[src/rtl/bram_arb_pkg.sv]
// Shared defaults and helpers for the BRAM port arbiter.
//
// Contents:
//   NReqDef, AddrWidthDef, DataWidthDef, IdxWDef : default parameter values
//   addr_conflict()                              : same-address hazard check between two requests
package bram_arb_pkg;

    localparam int unsigned NReqDef      = 4;
    localparam int unsigned AddrWidthDef = 5;
    localparam int unsigned DataWidthDef = 10;
    localparam int unsigned IdxWDef      = 2;

    // Addresses are passed zero-extended to 32 bits so the helper is width-agnostic.
    // Two reads of the same address are harmless; any write on a shared address is a hazard.
    function automatic logic addr_conflict(input logic [31:0] addr_a,
                                           input logic [31:0] addr_b,
                                           input logic        we_a,
                                           input logic        we_b);
        return (addr_a == addr_b) && (we_a || we_b);
    endfunction

endpackage

[src/rtl/rr_pick.sv]
// Round-robin picker: finds the first requester, scanning from 'start' upward modulo N,
// whose request bit is set and whose exclude bit is clear.
//
// Ports:
//   req_mask  in  N      candidate requests
//   start     in  IDX_W  first index in scan order
//   exclude   in  N      requesters that must be skipped
//   grant     out N      one-hot winner (all zero if none)
//   idx       out IDX_W  index of the winner (0 if none)
//   found     out 1      a winner exists
module rr_pick #(
    parameter int unsigned N     = 4,
    parameter int unsigned IDX_W = 2
) (
    input  logic [N-1:0]     req_mask,
    input  logic [IDX_W-1:0] start,
    input  logic [N-1:0]     exclude,
    output logic [N-1:0]     grant,
    output logic [IDX_W-1:0] idx,
    output logic             found
);

    always_comb begin
        int unsigned j;
        j     = 0;
        grant = '0;
        idx   = '0;
        found = 1'b0;
        for (int unsigned k = 0; k < N; k++) begin
            j = (32'(start) + k) % N;
            if (!found && req_mask[j] && !exclude[j]) begin
                grant[j] = 1'b1;
                idx      = IDX_W'(j);
                found    = 1'b1;
            end
        end
    end

endmodule

[src/rtl/bram_port_arbiter.sv]
// Arbitrates N_REQ requesters onto the two ports of a dual-port RAM. Up to two requests are
// granted per cycle in round-robin order; port 2 never takes a request that hazards with the
// port 1 request. Read data returns to the originating requester one cycle after the grant.
//
// Ports:
//   clk, reset              clock, asynchronous active-low reset
//   req_valid/we/addr/wdata per-requester request (addr/wdata flattened, requester i at slice i)
//   req_ready               per-requester grant (combinational)
//   rsp_valid/rsp_data      per-requester read response (one-cycle pulse)
//   ram_addr*/we*/data*     RAM port drive
//   ram_out1/ram_out2       RAM registered read data
module bram_port_arbiter
    import bram_arb_pkg::*;
#(
    parameter int unsigned N_REQ      = NReqDef,
    parameter int unsigned ADDR_WIDTH = AddrWidthDef,
    parameter int unsigned DATA_WIDTH = DataWidthDef,
    parameter int unsigned IDX_W      = IdxWDef
) (
    input  logic                        clk,
    input  logic                        reset,
    input  logic [N_REQ-1:0]            req_valid,
    input  logic [N_REQ-1:0]            req_we,
    input  logic [N_REQ*ADDR_WIDTH-1:0] req_addr,
    input  logic [N_REQ*DATA_WIDTH-1:0] req_wdata,
    output logic [N_REQ-1:0]            req_ready,
    output logic [N_REQ-1:0]            rsp_valid,
    output logic [N_REQ*DATA_WIDTH-1:0] rsp_data,
    output logic [ADDR_WIDTH-1:0]       ram_addr1,
    output logic [ADDR_WIDTH-1:0]       ram_addr2,
    output logic                        ram_we1,
    output logic                        ram_we2,
    output logic [DATA_WIDTH-1:0]       ram_data1,
    output logic [DATA_WIDTH-1:0]       ram_data2,
    input  logic [DATA_WIDTH-1:0]       ram_out1,
    input  logic [DATA_WIDTH-1:0]       ram_out2
);

    logic [IDX_W-1:0] rr_ptr_q, rr_ptr_d;
    logic             p1_vld_q, p2_vld_q;
    logic [IDX_W-1:0] p1_idx_q, p2_idx_q;

    logic [N_REQ-1:0] grant1, grant2, excl2, conflict;
    logic [IDX_W-1:0] idx1, idx2;
    logic             found1, found2;

    logic [ADDR_WIDTH-1:0] addr1, addr2;
    logic [DATA_WIDTH-1:0] wdata1, wdata2;
    logic                  we1, we2;
    logic                  gnt1, gnt2;

    rr_pick #(
        .N     (N_REQ),
        .IDX_W (IDX_W)
    ) u_pick1 (
        .req_mask (req_valid),
        .start    (rr_ptr_q),
        .exclude  ({N_REQ{1'b0}}),
        .grant    (grant1),
        .idx      (idx1),
        .found    (found1)
    );

    assign addr1  = req_addr[int'(idx1)*ADDR_WIDTH +: ADDR_WIDTH];
    assign wdata1 = req_wdata[int'(idx1)*DATA_WIDTH +: DATA_WIDTH];
    assign we1    = req_we[idx1];

    // Anything hazarding with the port 1 winner is invisible to port 2 this cycle.
    always_comb begin
        conflict = '0;
        for (int unsigned i = 0; i < N_REQ; i++) begin
            conflict[i] = addr_conflict(32'(req_addr[i*ADDR_WIDTH +: ADDR_WIDTH]), 32'(addr1),
                                        req_we[i], we1);
        end
    end

    assign excl2 = grant1 | conflict;

    // Starting at rr_ptr is equivalent to starting after the port 1 winner: every requester
    // scanned before it is invalid.
    rr_pick #(
        .N     (N_REQ),
        .IDX_W (IDX_W)
    ) u_pick2 (
        .req_mask (req_valid),
        .start    (rr_ptr_q),
        .exclude  (excl2),
        .grant    (grant2),
        .idx      (idx2),
        .found    (found2)
    );

    assign addr2  = req_addr[int'(idx2)*ADDR_WIDTH +: ADDR_WIDTH];
    assign wdata2 = req_wdata[int'(idx2)*DATA_WIDTH +: DATA_WIDTH];
    assign we2    = req_we[idx2];

    // Reset forces all grants and RAM strobes low combinationally.
    assign gnt1 = reset & found1;
    assign gnt2 = reset & found2;

    assign req_ready = reset ? (grant1 | grant2) : '0;

    assign ram_we1   = gnt1 & we1;
    assign ram_addr1 = gnt1 ? addr1 : '0;
    assign ram_data1 = gnt1 ? wdata1 : '0;
    assign ram_we2   = gnt2 & we2;
    assign ram_addr2 = gnt2 ? addr2 : '0;
    assign ram_data2 = gnt2 ? wdata2 : '0;

    // Next priority starts just past the last requester served.
    always_comb begin
        logic [IDX_W-1:0] last;
        last     = found2 ? idx2 : idx1;
        rr_ptr_d = rr_ptr_q;
        if (found1) begin
            rr_ptr_d = IDX_W'((32'(last) + 1) % N_REQ);
        end
    end

    always_ff @(posedge clk or negedge reset) begin
        if (!reset) begin
            rr_ptr_q <= '0;
            p1_vld_q <= 1'b0;
            p1_idx_q <= '0;
            p2_vld_q <= 1'b0;
            p2_idx_q <= '0;
        end else begin
            rr_ptr_q <= rr_ptr_d;
            p1_vld_q <= found1 & ~we1;
            p1_idx_q <= idx1;
            p2_vld_q <= found2 & ~we2;
            p2_idx_q <= idx2;
        end
    end

    // The two tags never name the same requester, so the writes below never collide.
    always_comb begin
        rsp_valid = '0;
        rsp_data  = '0;
        if (p1_vld_q) begin
            rsp_valid[p1_idx_q]                               = 1'b1;
            rsp_data[int'(p1_idx_q)*DATA_WIDTH +: DATA_WIDTH] = ram_out1;
        end
        if (p2_vld_q) begin
            rsp_valid[p2_idx_q]                               = 1'b1;
            rsp_data[int'(p2_idx_q)*DATA_WIDTH +: DATA_WIDTH] = ram_out2;
        end
    end

endmodule

[config.mk]
export PLATFORM = sky130hd
export DESIGN_NAME = bram_port_arbiter
export DESIGN_NICKNAME = d
export VERILOG_FILES = /design/src/rtl/bram_arb_pkg.sv /design/src/rtl/rr_pick.sv /design/src/rtl/bram_port_arbiter.sv
export SDC_FILE = /design/constraint.sdc
export NUM_CORES = 1
export LEC_CHECK = 0
export CAP_MARGIN = 10
export CORE_ASPECT_RATIO = 0.9
export CORE_MARGIN = 8
export CORE_UTILIZATION = 44
export DETAILED_ROUTE_END_ITERATION = 8
export GPL_TIMING_DRIVEN = 0
export PLACE_DENSITY_LB_ADDON = 0.05
export SLEW_MARGIN = 20
export SYNTH_ARGS = -nofsm -noshare
export SYNTH_HDL_FRONTEND = slang
export SYNTH_SLANG_ARGS = --single-unit
[constraint.sdc]
create_clock -name clk -period 7.7 [get_ports clk]
set_clock_uncertainty 0.1 [all_clocks]
set_input_delay 1.54 -clock clk [delete_from_list [all_inputs] [get_ports clk]]
set_output_delay 1.54 -clock clk [all_outputs]
set_load 0.01 [all_outputs]
# ---- Yosys cells after proc, flatten, opt, wreduce, memory -nomap -nowiden
# Index checks and enable logic that the tools add are counted.
dict set report op_classes {
  addsub 6
  mul 6
  n_div 0
  magnitude_cmp 14
  n_eq_ne 4
  n_shift 8
  muxes 75
  bitwise 18
  n_reduce_logical 42
}
# operator count
set op_table {}
lappend op_table {{40-bit 2-to-1 mux} 2}
lappend op_table {{10-bit by 34-bit variable shift with 40-bit output (first input constant)} 2}
lappend op_table {{10-bit by 34-bit indexed part select with 40-bit output} 2}
lappend op_table {{40-bit by 7-bit indexed part select with 10-bit output} 2}
lappend op_table {{6-bit negation with 34-bit output} 2}
lappend op_table {{4-bit 2-to-1 mux} 11}
lappend op_table {{40-bit AND} 1}
lappend op_table {{40-bit bitwise mux} 1}
lappend op_table {{20-bit by 6-bit indexed part select with 5-bit output} 2}
lappend op_table {{4-bit OR} 9}
lappend op_table {{2-bit by 3-bit multiplier with 5-bit output (second input constant)} 6}
lappend op_table {{1-bit binary-select mux with 2-bit select} 14}
lappend op_table {{1-bit 2-to-1 mux} 28}
lappend op_table {{1-bit logical AND} 24}
lappend op_table {{2-bit by 3-bit less-than comparator with 1-bit output (second input constant)} 8}
lappend op_table {{5-bit equality test} 4}
lappend op_table {{10-bit 2-to-1 mux} 2}
lappend op_table {{2-bit 2-to-1 mux} 9}
lappend op_table {{1-bit logical NOT} 14}
lappend op_table {{1-bit demux with 2-bit select} 6}
lappend op_table {{2-bit by 1-bit >= comparator with 1-bit output (second input constant)} 6}
lappend op_table {{5-bit 2-to-1 mux} 2}
lappend op_table {{1-bit AND} 6}
lappend op_table {{2-bit by 1-bit adder with 2-bit output (second input constant)} 2}
lappend op_table {{3 further kinds} 8}
dict set report totals {
  regBits 8
  latchBits 0
  ramBits 0
  mem_bits_ro 0
  wordCells 178
  mem_count 0
}

# ---- Depth between registers and ports, before layout
# Gate-level depths: netlist of the first run.
dict set report depth {
  ltp_word 43
  depth_mapped 26
  mapped_depth_nobuf 17
}

# ---- Hierarchy
# From an unflattened synthesis of the first run, not the netlist that was laid out.
dict set report unflattened {
  cells_unflattened 598
  hier_area_um2 4976.0
}
# mod n_inst cells_per_inst area_per_inst_um2 seq_area_each_um2
set modules_own_cells {}
lappend modules_own_cells {bram_port_arbiter 1 472 3905.0 200.2}
lappend modules_own_cells {rr_pick 2 63 535.5 0.0}

# ---- Worst setup path before layout of the first run
# OpenSTA, ideal clock, no wires.
dict set report synth_path {
  path_kind {reg2out}
  startpoint {reg rr_ptr_q[0]}
  endpoint {out ram_data2[7]}
  arrival_ps 5676
  required_time_ps 6060
  slack_ps 384
  path_stages_with_launch 24
  cell_sequence {dfrtp_1 -> buf_6 -> clkbuf_1 -> inv_1 -> clkbuf_1 -> buf_1 -> clkbuf_1 -> ha_1 -> mux4_2 -> o211ai_1 -> nand3_1 -> a21o_1 -> clkinv_1 -> clkbuf_1 -> nand3_1 -> and3_1 -> nor3_1 -> a31oi_1 -> o311ai_1 -> o21a_4 -> a2bb2oi_4 -> buf_6 -> mux2_4 -> a32o_1}
}
dict set report synth_via {
  elab_chain_len 42
  word_cells_on_any_way 118
  classes_between {3 x add/sub; 2 x mul; 8 x order compare; 4 x eq/ne; 2 x shift; 54 x mux; 5 x bitwise; 40 x reduce/logical}
}
# item line_no
set synth_lines {}
lappend synth_lines {{start: declaration} bram_port_arbiter.sv:39} ;# logic [IDX_W-1:0] rr_ptr_q, rr_ptr_d;
lappend synth_lines {{start signal: assignment} bram_port_arbiter.sv:128} ;# rr_ptr_q <= rr_ptr_d;
lappend synth_lines {{1-bit binary-select mux with 2-bit select} rr_pick.sv:31} ;# if (!found && req_mask[j] && !exclude[j]) begin
lappend synth_lines {{1-bit 2-to-1 mux (not written as such)} rr_pick.sv:31}
lappend synth_lines {{1-bit logical NOT} rr_pick.sv:31}
lappend synth_lines {{1-bit logical AND} rr_pick.sv:31}
lappend synth_lines {{1-bit 2-to-1 mux} rr_pick.sv:31}
lappend synth_lines {{1-bit logical NOT} rr_pick.sv:31}
lappend synth_lines {{1-bit logical AND (2 in series)} rr_pick.sv:31}
lappend synth_lines {{1-bit 2-to-1 mux} rr_pick.sv:31}
lappend synth_lines {{[... 23 more ...]} n/a}
lappend synth_lines {{1-bit logical AND (2 in series)} rr_pick.sv:31}
lappend synth_lines {{1-bit 2-to-1 mux} rr_pick.sv:31}
lappend synth_lines {{1-bit logical NOT} rr_pick.sv:31}
lappend synth_lines {{1-bit logical AND (2 in series)} rr_pick.sv:31}
lappend synth_lines {{2-bit 2-to-1 mux} rr_pick.sv:31}
lappend synth_lines {{2-bit by 3-bit multiplier with 5-bit output} bram_port_arbiter.sv:94} ;# assign wdata2 = req_wdata[int'(idx2)*DATA_WIDTH +: DATA_WIDTH];
lappend synth_lines {{40-bit by 7-bit indexed part select with 10-bit output} bram_port_arbiter.sv:94}
lappend synth_lines {{10-bit 2-to-1 mux *} bram_port_arbiter.sv:108} ;# assign ram_data2 = gnt2 ? wdata2 : '0;
lappend synth_lines {{end: declaration} bram_port_arbiter.sv:34} ;# output logic [DATA_WIDTH-1:0] ram_data2,
# Mark *: on every way between the ends. The rest lies on a longest branch, timed or not. The select of a mux whose other input is x is not followed.

# ---- Worst setup path after layout of the first run
dict set report layout_path {
  startpoint {in req_valid[0]}
  endpoint {out ram_data2[6]}
}
dict set report layout_via {
  elab_chain_len 41
  word_cells_on_any_way 83
  classes_between {2 x mul; 4 x eq/ne; 2 x shift; 38 x mux; 5 x bitwise; 32 x reduce/logical}
}
# item line_no
set layout_lines {}
lappend layout_lines {{start: declaration} bram_port_arbiter.sv:22} ;# input logic [N_REQ-1:0] req_valid,
lappend layout_lines {{1-bit binary-select mux with 2-bit select} rr_pick.sv:31}
lappend layout_lines {{1-bit 2-to-1 mux (not written as such)} rr_pick.sv:31}
lappend layout_lines {{1-bit logical AND} rr_pick.sv:31}
lappend layout_lines {{1-bit 2-to-1 mux} rr_pick.sv:31}
lappend layout_lines {{1-bit logical NOT} rr_pick.sv:31}
lappend layout_lines {{1-bit logical AND (2 in series)} rr_pick.sv:31}
lappend layout_lines {{1-bit 2-to-1 mux} rr_pick.sv:31}
lappend layout_lines {{1-bit logical NOT} rr_pick.sv:31}
lappend layout_lines {{[... 22 more ...]} n/a}
lappend layout_lines {{1-bit logical AND (2 in series)} rr_pick.sv:31}
lappend layout_lines {{1-bit 2-to-1 mux} rr_pick.sv:31}
lappend layout_lines {{1-bit logical NOT} rr_pick.sv:31}
lappend layout_lines {{1-bit logical AND (2 in series)} rr_pick.sv:31}
lappend layout_lines {{2-bit 2-to-1 mux} rr_pick.sv:31}
lappend layout_lines {{2-bit by 3-bit multiplier with 5-bit output} bram_port_arbiter.sv:94}
lappend layout_lines {{40-bit by 7-bit indexed part select with 10-bit output} bram_port_arbiter.sv:94}
lappend layout_lines {{10-bit 2-to-1 mux *} bram_port_arbiter.sv:108}
# Marked as above.

==> summary.md, run 1 <==
The overall fraction of global-route tracks in use was 0.300. The tools report the number of fillers in the final layout as 1099. The final layout contains 1175 nets. The count of hold-fix buffers inserted at cts came out at 0. The type of destination of the critical path is a primary output. The most common cell after layout, fill and taps aside is sky130_fd_sc_hd__clkdlybuf4s50_1.

The die is 135 µm wide. The number of flops mapped to enable cells by yosys came out at 0. The number of vias per cell came out at 6.61. The run gives 0.446 as the initial standard-cell utilization of the core. For the final routed database, the setup TNS stands at 0 ps. The count of endpoints failing hold in the final timing report is 0.

The most critical setup path has its startpoint at req_valid[0]. By area the synthesized netlist is led by sky130_fd_sc_hd__mux2i_1, sky130_fd_sc_hd__nor2_1, sky130_fd_sc_hd__o22ai_1, sky130_fd_sc_hd__nand2_1, sky130_fd_sc_hd__mux2_2. Setup repair after global routing could not meet its margin everywhere. The worst max-slew margin expressed relative to the limit was 0.407; the worst hold margin was 1090 ps. Area inside the core boundary: 12600 µm². Clock tree synthesis inserted a total of 3 buffers. Max-cap violations in this run came to 0.

The logs give 0.997 for the final weighted congestion in routability-driven placement and 7433 for the via count of the first global-routing pass. After global routing the overflow that remains totals 0. Overall die height: 123 µm. For this run, the top clock speed supported by timing is 131 MHz. Among all flip-flop cells after synthesis, the most frequent one is sky130_fd_sc_hd__dfrtp_1. Of all nets on the critical path, the largest fanout is 8. The flow ran to the end, and the final reports show no timing, DRC or antenna violations. The repair_antennas step left the layout with diodes totalling 0. The initial antenna violation count came out at 0. The area growth from synthesis to layout is 53.3%.

The area of the die came out at 16600 µm². Dominant cell type by area after synthesis: sky130_fd_sc_hd__mux2i_1. The routed layout has 8125 vias.

Once placement completed, the tool counted placed cells totaling 1172. Synthesis produced a netlist with a net count of 950. After detailed routing, the total wire length is 27300 µm. The first-pass GRT wire length was 40800 µm; the share of async-settable or async-resettable flops after synthesis was 1.00.

Counting flops and latches in the post-synthesis netlist gives 8. In this run the core area contains 39 standard-cell rows. The largest buffer count on any clock path came out at 2. The final period utilization was 0.993; the number of remaining DRC errors was 0.

CTS saw 8 sinks. Yosys printed 0 warnings. In the synthesized netlist, the number of instances is 843. For the required time of the worst setup path, the log shows 6060 ps. After synthesis the cells add up to 5620 µm². The top cell types in the final layout, fill and taps aside, are sky130_fd_sc_hd__clkdlybuf4s50_1, sky130_fd_sc_hd__nor2_1, sky130_fd_sc_hd__nand2_1.

Number of nets with antenna violations after routing: 0. Entering global routing, the biggest net connects 13 pins. The root buffer cell chosen for the clock tree is sky130_fd_sc_hd__clkbuf_16. TritonCTS built the clock tree. For this run, the number of standard cells in the final layout without fillers is 1230. Detailed placement finished with a half-perimeter wire length of 20100 µm. STA puts the critical path data arrival time at 6010 ps. The later pin in the worst-skew pair is clocked with a latency of 230 ps.

The fraction of layout instances using a drive strength above 1 was 0.210; the number of DRC markers after the initial detailed-route iteration was 905. The count of buffers added on input and output ports is 165. For the pin with the worst max-slew slack, the measured transition is 889 ps.

For the number of levels in the clock H-tree, the log shows 1. The worst min-delay path category was register to register. The pre-antenna-repair detailed-routing pass consisted of 6 iterations. The worst register-to-register path begins at rr_ptr_q[0]$_DFFE_PN0N_. The number of pins exceeding their max-slew limit in the final report was 0; the average wire length per cell after detail routing was 22.2 µm. The worst setup path category is input pin to primary output. The register area share after synthesis is 0.0356, and the number of library cell types mapped by synthesis is 94. For the setup violation total in the final timing report, the log shows 0. The routed design could run at a clock period as short as 7650 ps. Source of the worst hold timing path: rr_ptr_q[1]$_DFFE_PN0N_. STA classifies the critical path startpoint as an input pin. Clock-pin slew was measured on the worst setup and hold paths at 40 ps. The proportion of netlist area held by the largest area contributor was 0.0713; the number of ports placed on the die boundary was 170. Each instance of the synthesized netlist takes up on average 6.66 µm².
## synthesized netlist by cell type, types with 20 or more instances
cell type                  instances
sky130_fd_sc_hd__o21ai_0          30
sky130_fd_sc_hd__o22ai_1          54
sky130_fd_sc_hd__clkbuf_1         47
sky130_fd_sc_hd__nor2_1           90
sky130_fd_sc_hd__inv_1            34
sky130_fd_sc_hd__mux2_2           25
sky130_fd_sc_hd__a211oi_1         24
sky130_fd_sc_hd__nand2_1          81
sky130_fd_sc_hd__mux2i_1          40
sky130_fd_sc_hd__a21oi_1          50
sky130_fd_sc_hd__nor2b_1          20
sky130_fd_sc_hd__nand3_1          21
## stage by stage
stage               area, µm²  setup slack (ps)  utilization
floorplan                5620               384            -
global placement         7470             -1940        0.594
detailed placement       7470             -1930        0.594
CTS                      8290            -0.133        0.659
global route             8610             -56.2        0.684
finish                   8610              52.7        0.684
## worst max-delay path, stage by stage
cell	delay, ps
sky130_fd_sc_hd__clkbuf_2	100
sky130_fd_sc_hd__buf_6	130
sky130_fd_sc_hd__mux4_2	500
sky130_fd_sc_hd__nor2b_4	170
sky130_fd_sc_hd__buf_4	130
sky130_fd_sc_hd__o211a_1	210
sky130_fd_sc_hd__a211o_4	340
sky130_fd_sc_hd__o211ai_1	260
sky130_fd_sc_hd__nor2_1	110
sky130_fd_sc_hd__a2111oi_4	430
sky130_fd_sc_hd__a211oi_4	120
sky130_fd_sc_hd__buf_6	170
sky130_fd_sc_hd__a32oi_4	260
sky130_fd_sc_hd__o311ai_4	170
sky130_fd_sc_hd__o21a_4	260
sky130_fd_sc_hd__a2bb2oi_4	170
sky130_fd_sc_hd__buf_12	160
sky130_fd_sc_hd__buf_4	130
sky130_fd_sc_hd__mux2_4	290
sky130_fd_sc_hd__a32o_1	200
sky130_fd_sc_hd__buf_2	140
## per-layer routing
layer,GRT usage,vias up,share of wire
met4,0.0610,0,0.019
met2,0.439,640,0.42
li1,-,3688,-
met1,0.427,3748,0.43
met5,0,-,0
met3,0.0865,49,0.14
## timing repair
| item | 4_1_cts | 5_1_grt |
|---|---|---|
| buffers inserted | 35 | 20 |
| pin swaps | 28 | 28 |
| gates resized for setup | 138 | 90 |
| endpoints found under the setup margin | 31 | 20 |
## worst paths after layout
check	end	slack [ps]	cells after the start
worst max-delay path	ram_data2[6]	50	21
worst min-delay path	rr_ptr_q[1]$_DFFE_PN0N_	1090	4
worst max register to register	rr_ptr_q[1]$_DFFE_PN0N_	1960	27
worst min register to register	rr_ptr_q[1]$_DFFE_PN0N_	1090	4
max in group asynchronous	rr_ptr_q[0]$_DFFE_PN0N_	5440	1
min in group asynchronous	rr_ptr_q[1]$_DFFE_PN0N_	1610	1
## kinds of logic (layout without fill, tap and decap cells)
family / after synthesis / in the layout / share of synthesized area
xor+xnor: 16 / 16 / 0.0249
fa+ha+maj: 17 / 17 / 0.0379
compound gates: 303 / 303 / 0.392
mux: 71 / 71 / 0.144
simple gates: 320 / 320 / 0.286
flops: 8 / 8 / 0.0356
buf+inv: 108 / 331 / 0.0791
## cell type report
class,count,area [µm²],area share
tap,164,205,0.0238
inverter,38,156,0.0182
multi-input combinational,727,5520,0.641
buffer,70,432,0.0501
sequential,8,201,0.0234
timing repair buffer,220,2020,0.235
clock buffer,3,75.1,0.00872
## state kept, by name, summed over array words and instances (netlist names)
signal	cells
p1_idx_q	2
rr_ptr_q	2
p2_idx_q	2
p2_vld_q	1
p1_vld_q	1
Power of run 1 is not shown: default switching activity piles up to over one toggle a cycle in this logic, so the estimate is an artifact.
==> run 2: changes to the inputs <==
--- a/config.mk
+++ b/config.mk
@@ -12,6 +12,7 @@
 export DETAILED_ROUTE_END_ITERATION = 8
 export GPL_TIMING_DRIVEN = 0
 export PLACE_DENSITY_LB_ADDON = 0.05
+export SKIP_CTS_REPAIR_TIMING = 1
 export SLEW_MARGIN = 20
 export SYNTH_ARGS = -nofsm -noshare
 export SYNTH_HDL_FRONTEND = slang
==> summary.md, run 2 (synthesized netlist as in run 1, its figures left out) <==
The repair_antennas step left the layout with diodes totalling 0. For the overall fraction of global-route tracks in use, the log shows 0.284. The number of cells in the design after placement is 1172.

Most common cell after layout, fill and taps aside: sky130_fd_sc_hd__clkdlybuf4s50_1. Routability-driven placement finished with a final weighted congestion of 0.997. After detailed routing, the number of vias per cell comes to 6.59. The die is 123 µm tall. TritonCTS built the clock tree.

The tools report the initial standard-cell utilization of the core as 0.446. The root buffer cell chosen for the clock tree is sky130_fd_sc_hd__clkbuf_16. STA puts the critical path data required time at 6060 ps.

The run gives 0 as the total overflow reported by the global router. Wires add up to 27200 µm. In the layout the commonest cells are sky130_fd_sc_hd__clkdlybuf4s50_1, sky130_fd_sc_hd__nor2_1, sky130_fd_sc_hd__nand2_1.

The worst setup path is launched from an input pin. Once detail routing completed, the nets flagged for antenna violations numbered 0. The number of clock sinks seen by CTS is 8, and the setup violation total in the final timing report is 0. For the finished layout, the period the worst path requires is 7650 ps. The first-pass GRT wire length is 38600 µm, and the initial antenna violation count is 0. The finished cells cover 8680 µm². Summing all placed instances gives a cell area of 7470 µm². The die width was 135 µm; the count of placed standard cells in the final layout, fillers left out was 1228. Across all layers, the routed design uses 8096 vias. For the pin with the worst max-slew slack, the measured transition is 797 ps. The tools report the type of destination of the critical path as a primary output. The largest registers in the layout are p1_idx_q x2, p2_idx_q x2, rr_ptr_q x2. The via count of the first global-routing pass is 7002. The worst max-slew margin expressed relative to the limit came out at 0.463. From synthesis to final layout, the design area changed by 54.5%. The arrival time of data at the critical path endpoint was 6010 ps. The number of max-capacitance violations reported was 0. For the number of levels in the clock H-tree, the log shows 1. Fraction of layout instances using a drive strength above 1: 0.195. The run gives 0 as the number of pins exceeding their max-slew limit in the final report. For the largest buffer count on any clock path, the log shows 2. During placement, the flow inserted port buffers numbering 165.

In the final design database the tool counted 1173 nets. 170 I/O pins were placed. In the final routed layout, each cell accounts on average for 22.1 µm. The number of optimization iterations in the first detailed-route pass is 7. The flow ran to the end, and the final reports show no timing, DRC or antenna violations. The maximum clock frequency is 131 MHz.

The tools report the estimated wirelength of the detail-placed design as 20100 µm. The final period utilization was 0.994. The worst setup path is of the input pin to primary output kind. Row count: 39. Of all nets on the critical path, the largest fanout is 9. The tools report the area of the die as 16600 µm².

The min-delay analysis places its worst path in the category register to register. For the number of buffers created by CTS, the log shows 3. After clock tree synthesis, the clock-pin slew on the worst setup and hold paths is 40 ps. Counting the fill cells in the layout gives 1100.

The insertion delay of the later-clocked pin in the worst-skew pair was 230 ps. The tools report the pin count of the biggest net entering global routing as 13. After detailed routing, the number of remaining DRC violations is 0.

After floorplanning, the core was sized to cover 12600 µm². The run gives 0 as the count of endpoints failing hold in the final timing report. The detailed router finished its first iteration with 819 violations.
## run 2: cell type report
cell class / count / area (µm²) / area share
Buffer: 68 / 398 / 0.0458
Clock buffer: 3 / 75.1 / 0.00865
Inverter: 38 / 161 / 0.0186
Multi-Input combinational cell: 728 / 5500 / 0.634
Sequential cell: 8 / 201 / 0.0232
Tap cell: 164 / 205 / 0.0236
Timing Repair Buffer: 219 / 2130 / 0.246
## run 2: final timing paths
check,from,endpoint,slack [ps],cells past startpoint
setup / recovery,req_valid[1],ram_data2[4],50,19
hold / removal,rr_ptr_q[1]$_DFFE_PN0N_,rr_ptr_q[1]$_DFFE_PN0N_,1200,5
setup reg to reg,rr_ptr_q[0]$_DFFE_PN0N_,p2_vld_q$_DFF_PN0_,2020,28
hold reg to reg,rr_ptr_q[1]$_DFFE_PN0N_,rr_ptr_q[1]$_DFFE_PN0N_,1200,5
max in group asynchronous,reset,rr_ptr_q[0]$_DFFE_PN0N_,5460,1
min in group asynchronous,reset,rr_ptr_q[1]$_DFFE_PN0N_,1600,1
## run 2: metrics by stage
step	TNS [ps]	util	setup slack (ps)	hold slack (ps)
4_1_cts	-43150	0.600	-2190	1110
2_1_floorplan	0	-	384	924
3_5_place_dp	-35270	0.594	-1930	1100
3_3_place_gp	-35740	0.594	-1940	1100
6_report	0	0.689	47.9	1200
5_1_grt	-421	0.689	-85.8	1250
## run 2: per-layer routing
layer,up-vias,GRT usage,routed length [µm]
met4,0,0.0541,393
met2,574,0.408,11600
met3,45,0.0808,3420
li1,3689,-,-
met1,3788,0.411,11700
met5,-,0,0
## run 2: worst max-delay path, stage by stage
cell                             delay [ps]
sky130_fd_sc_hd__dlymetal6s2s_1         200
sky130_fd_sc_hd__mux4_2                 610
sky130_fd_sc_hd__buf_6                  190
sky130_fd_sc_hd__o211a_1                230
sky130_fd_sc_hd__a211o_4                340
sky130_fd_sc_hd__o211ai_1               300
sky130_fd_sc_hd__nor2_1                 130
sky130_fd_sc_hd__a2111oi_4              340
sky130_fd_sc_hd__a211oi_4                50
sky130_fd_sc_hd__buf_6                  170
sky130_fd_sc_hd__a311oi_4               260
sky130_fd_sc_hd__and2_4                 230
sky130_fd_sc_hd__o21a_4                 180
sky130_fd_sc_hd__a2bb2oi_4              260
sky130_fd_sc_hd__buf_6                  140
sky130_fd_sc_hd__buf_6                  110
sky130_fd_sc_hd__mux2_2                 330
sky130_fd_sc_hd__a32o_1                 210
sky130_fd_sc_hd__dlymetal6s2s_1         180
Power of run 2 is left out for the same reason.
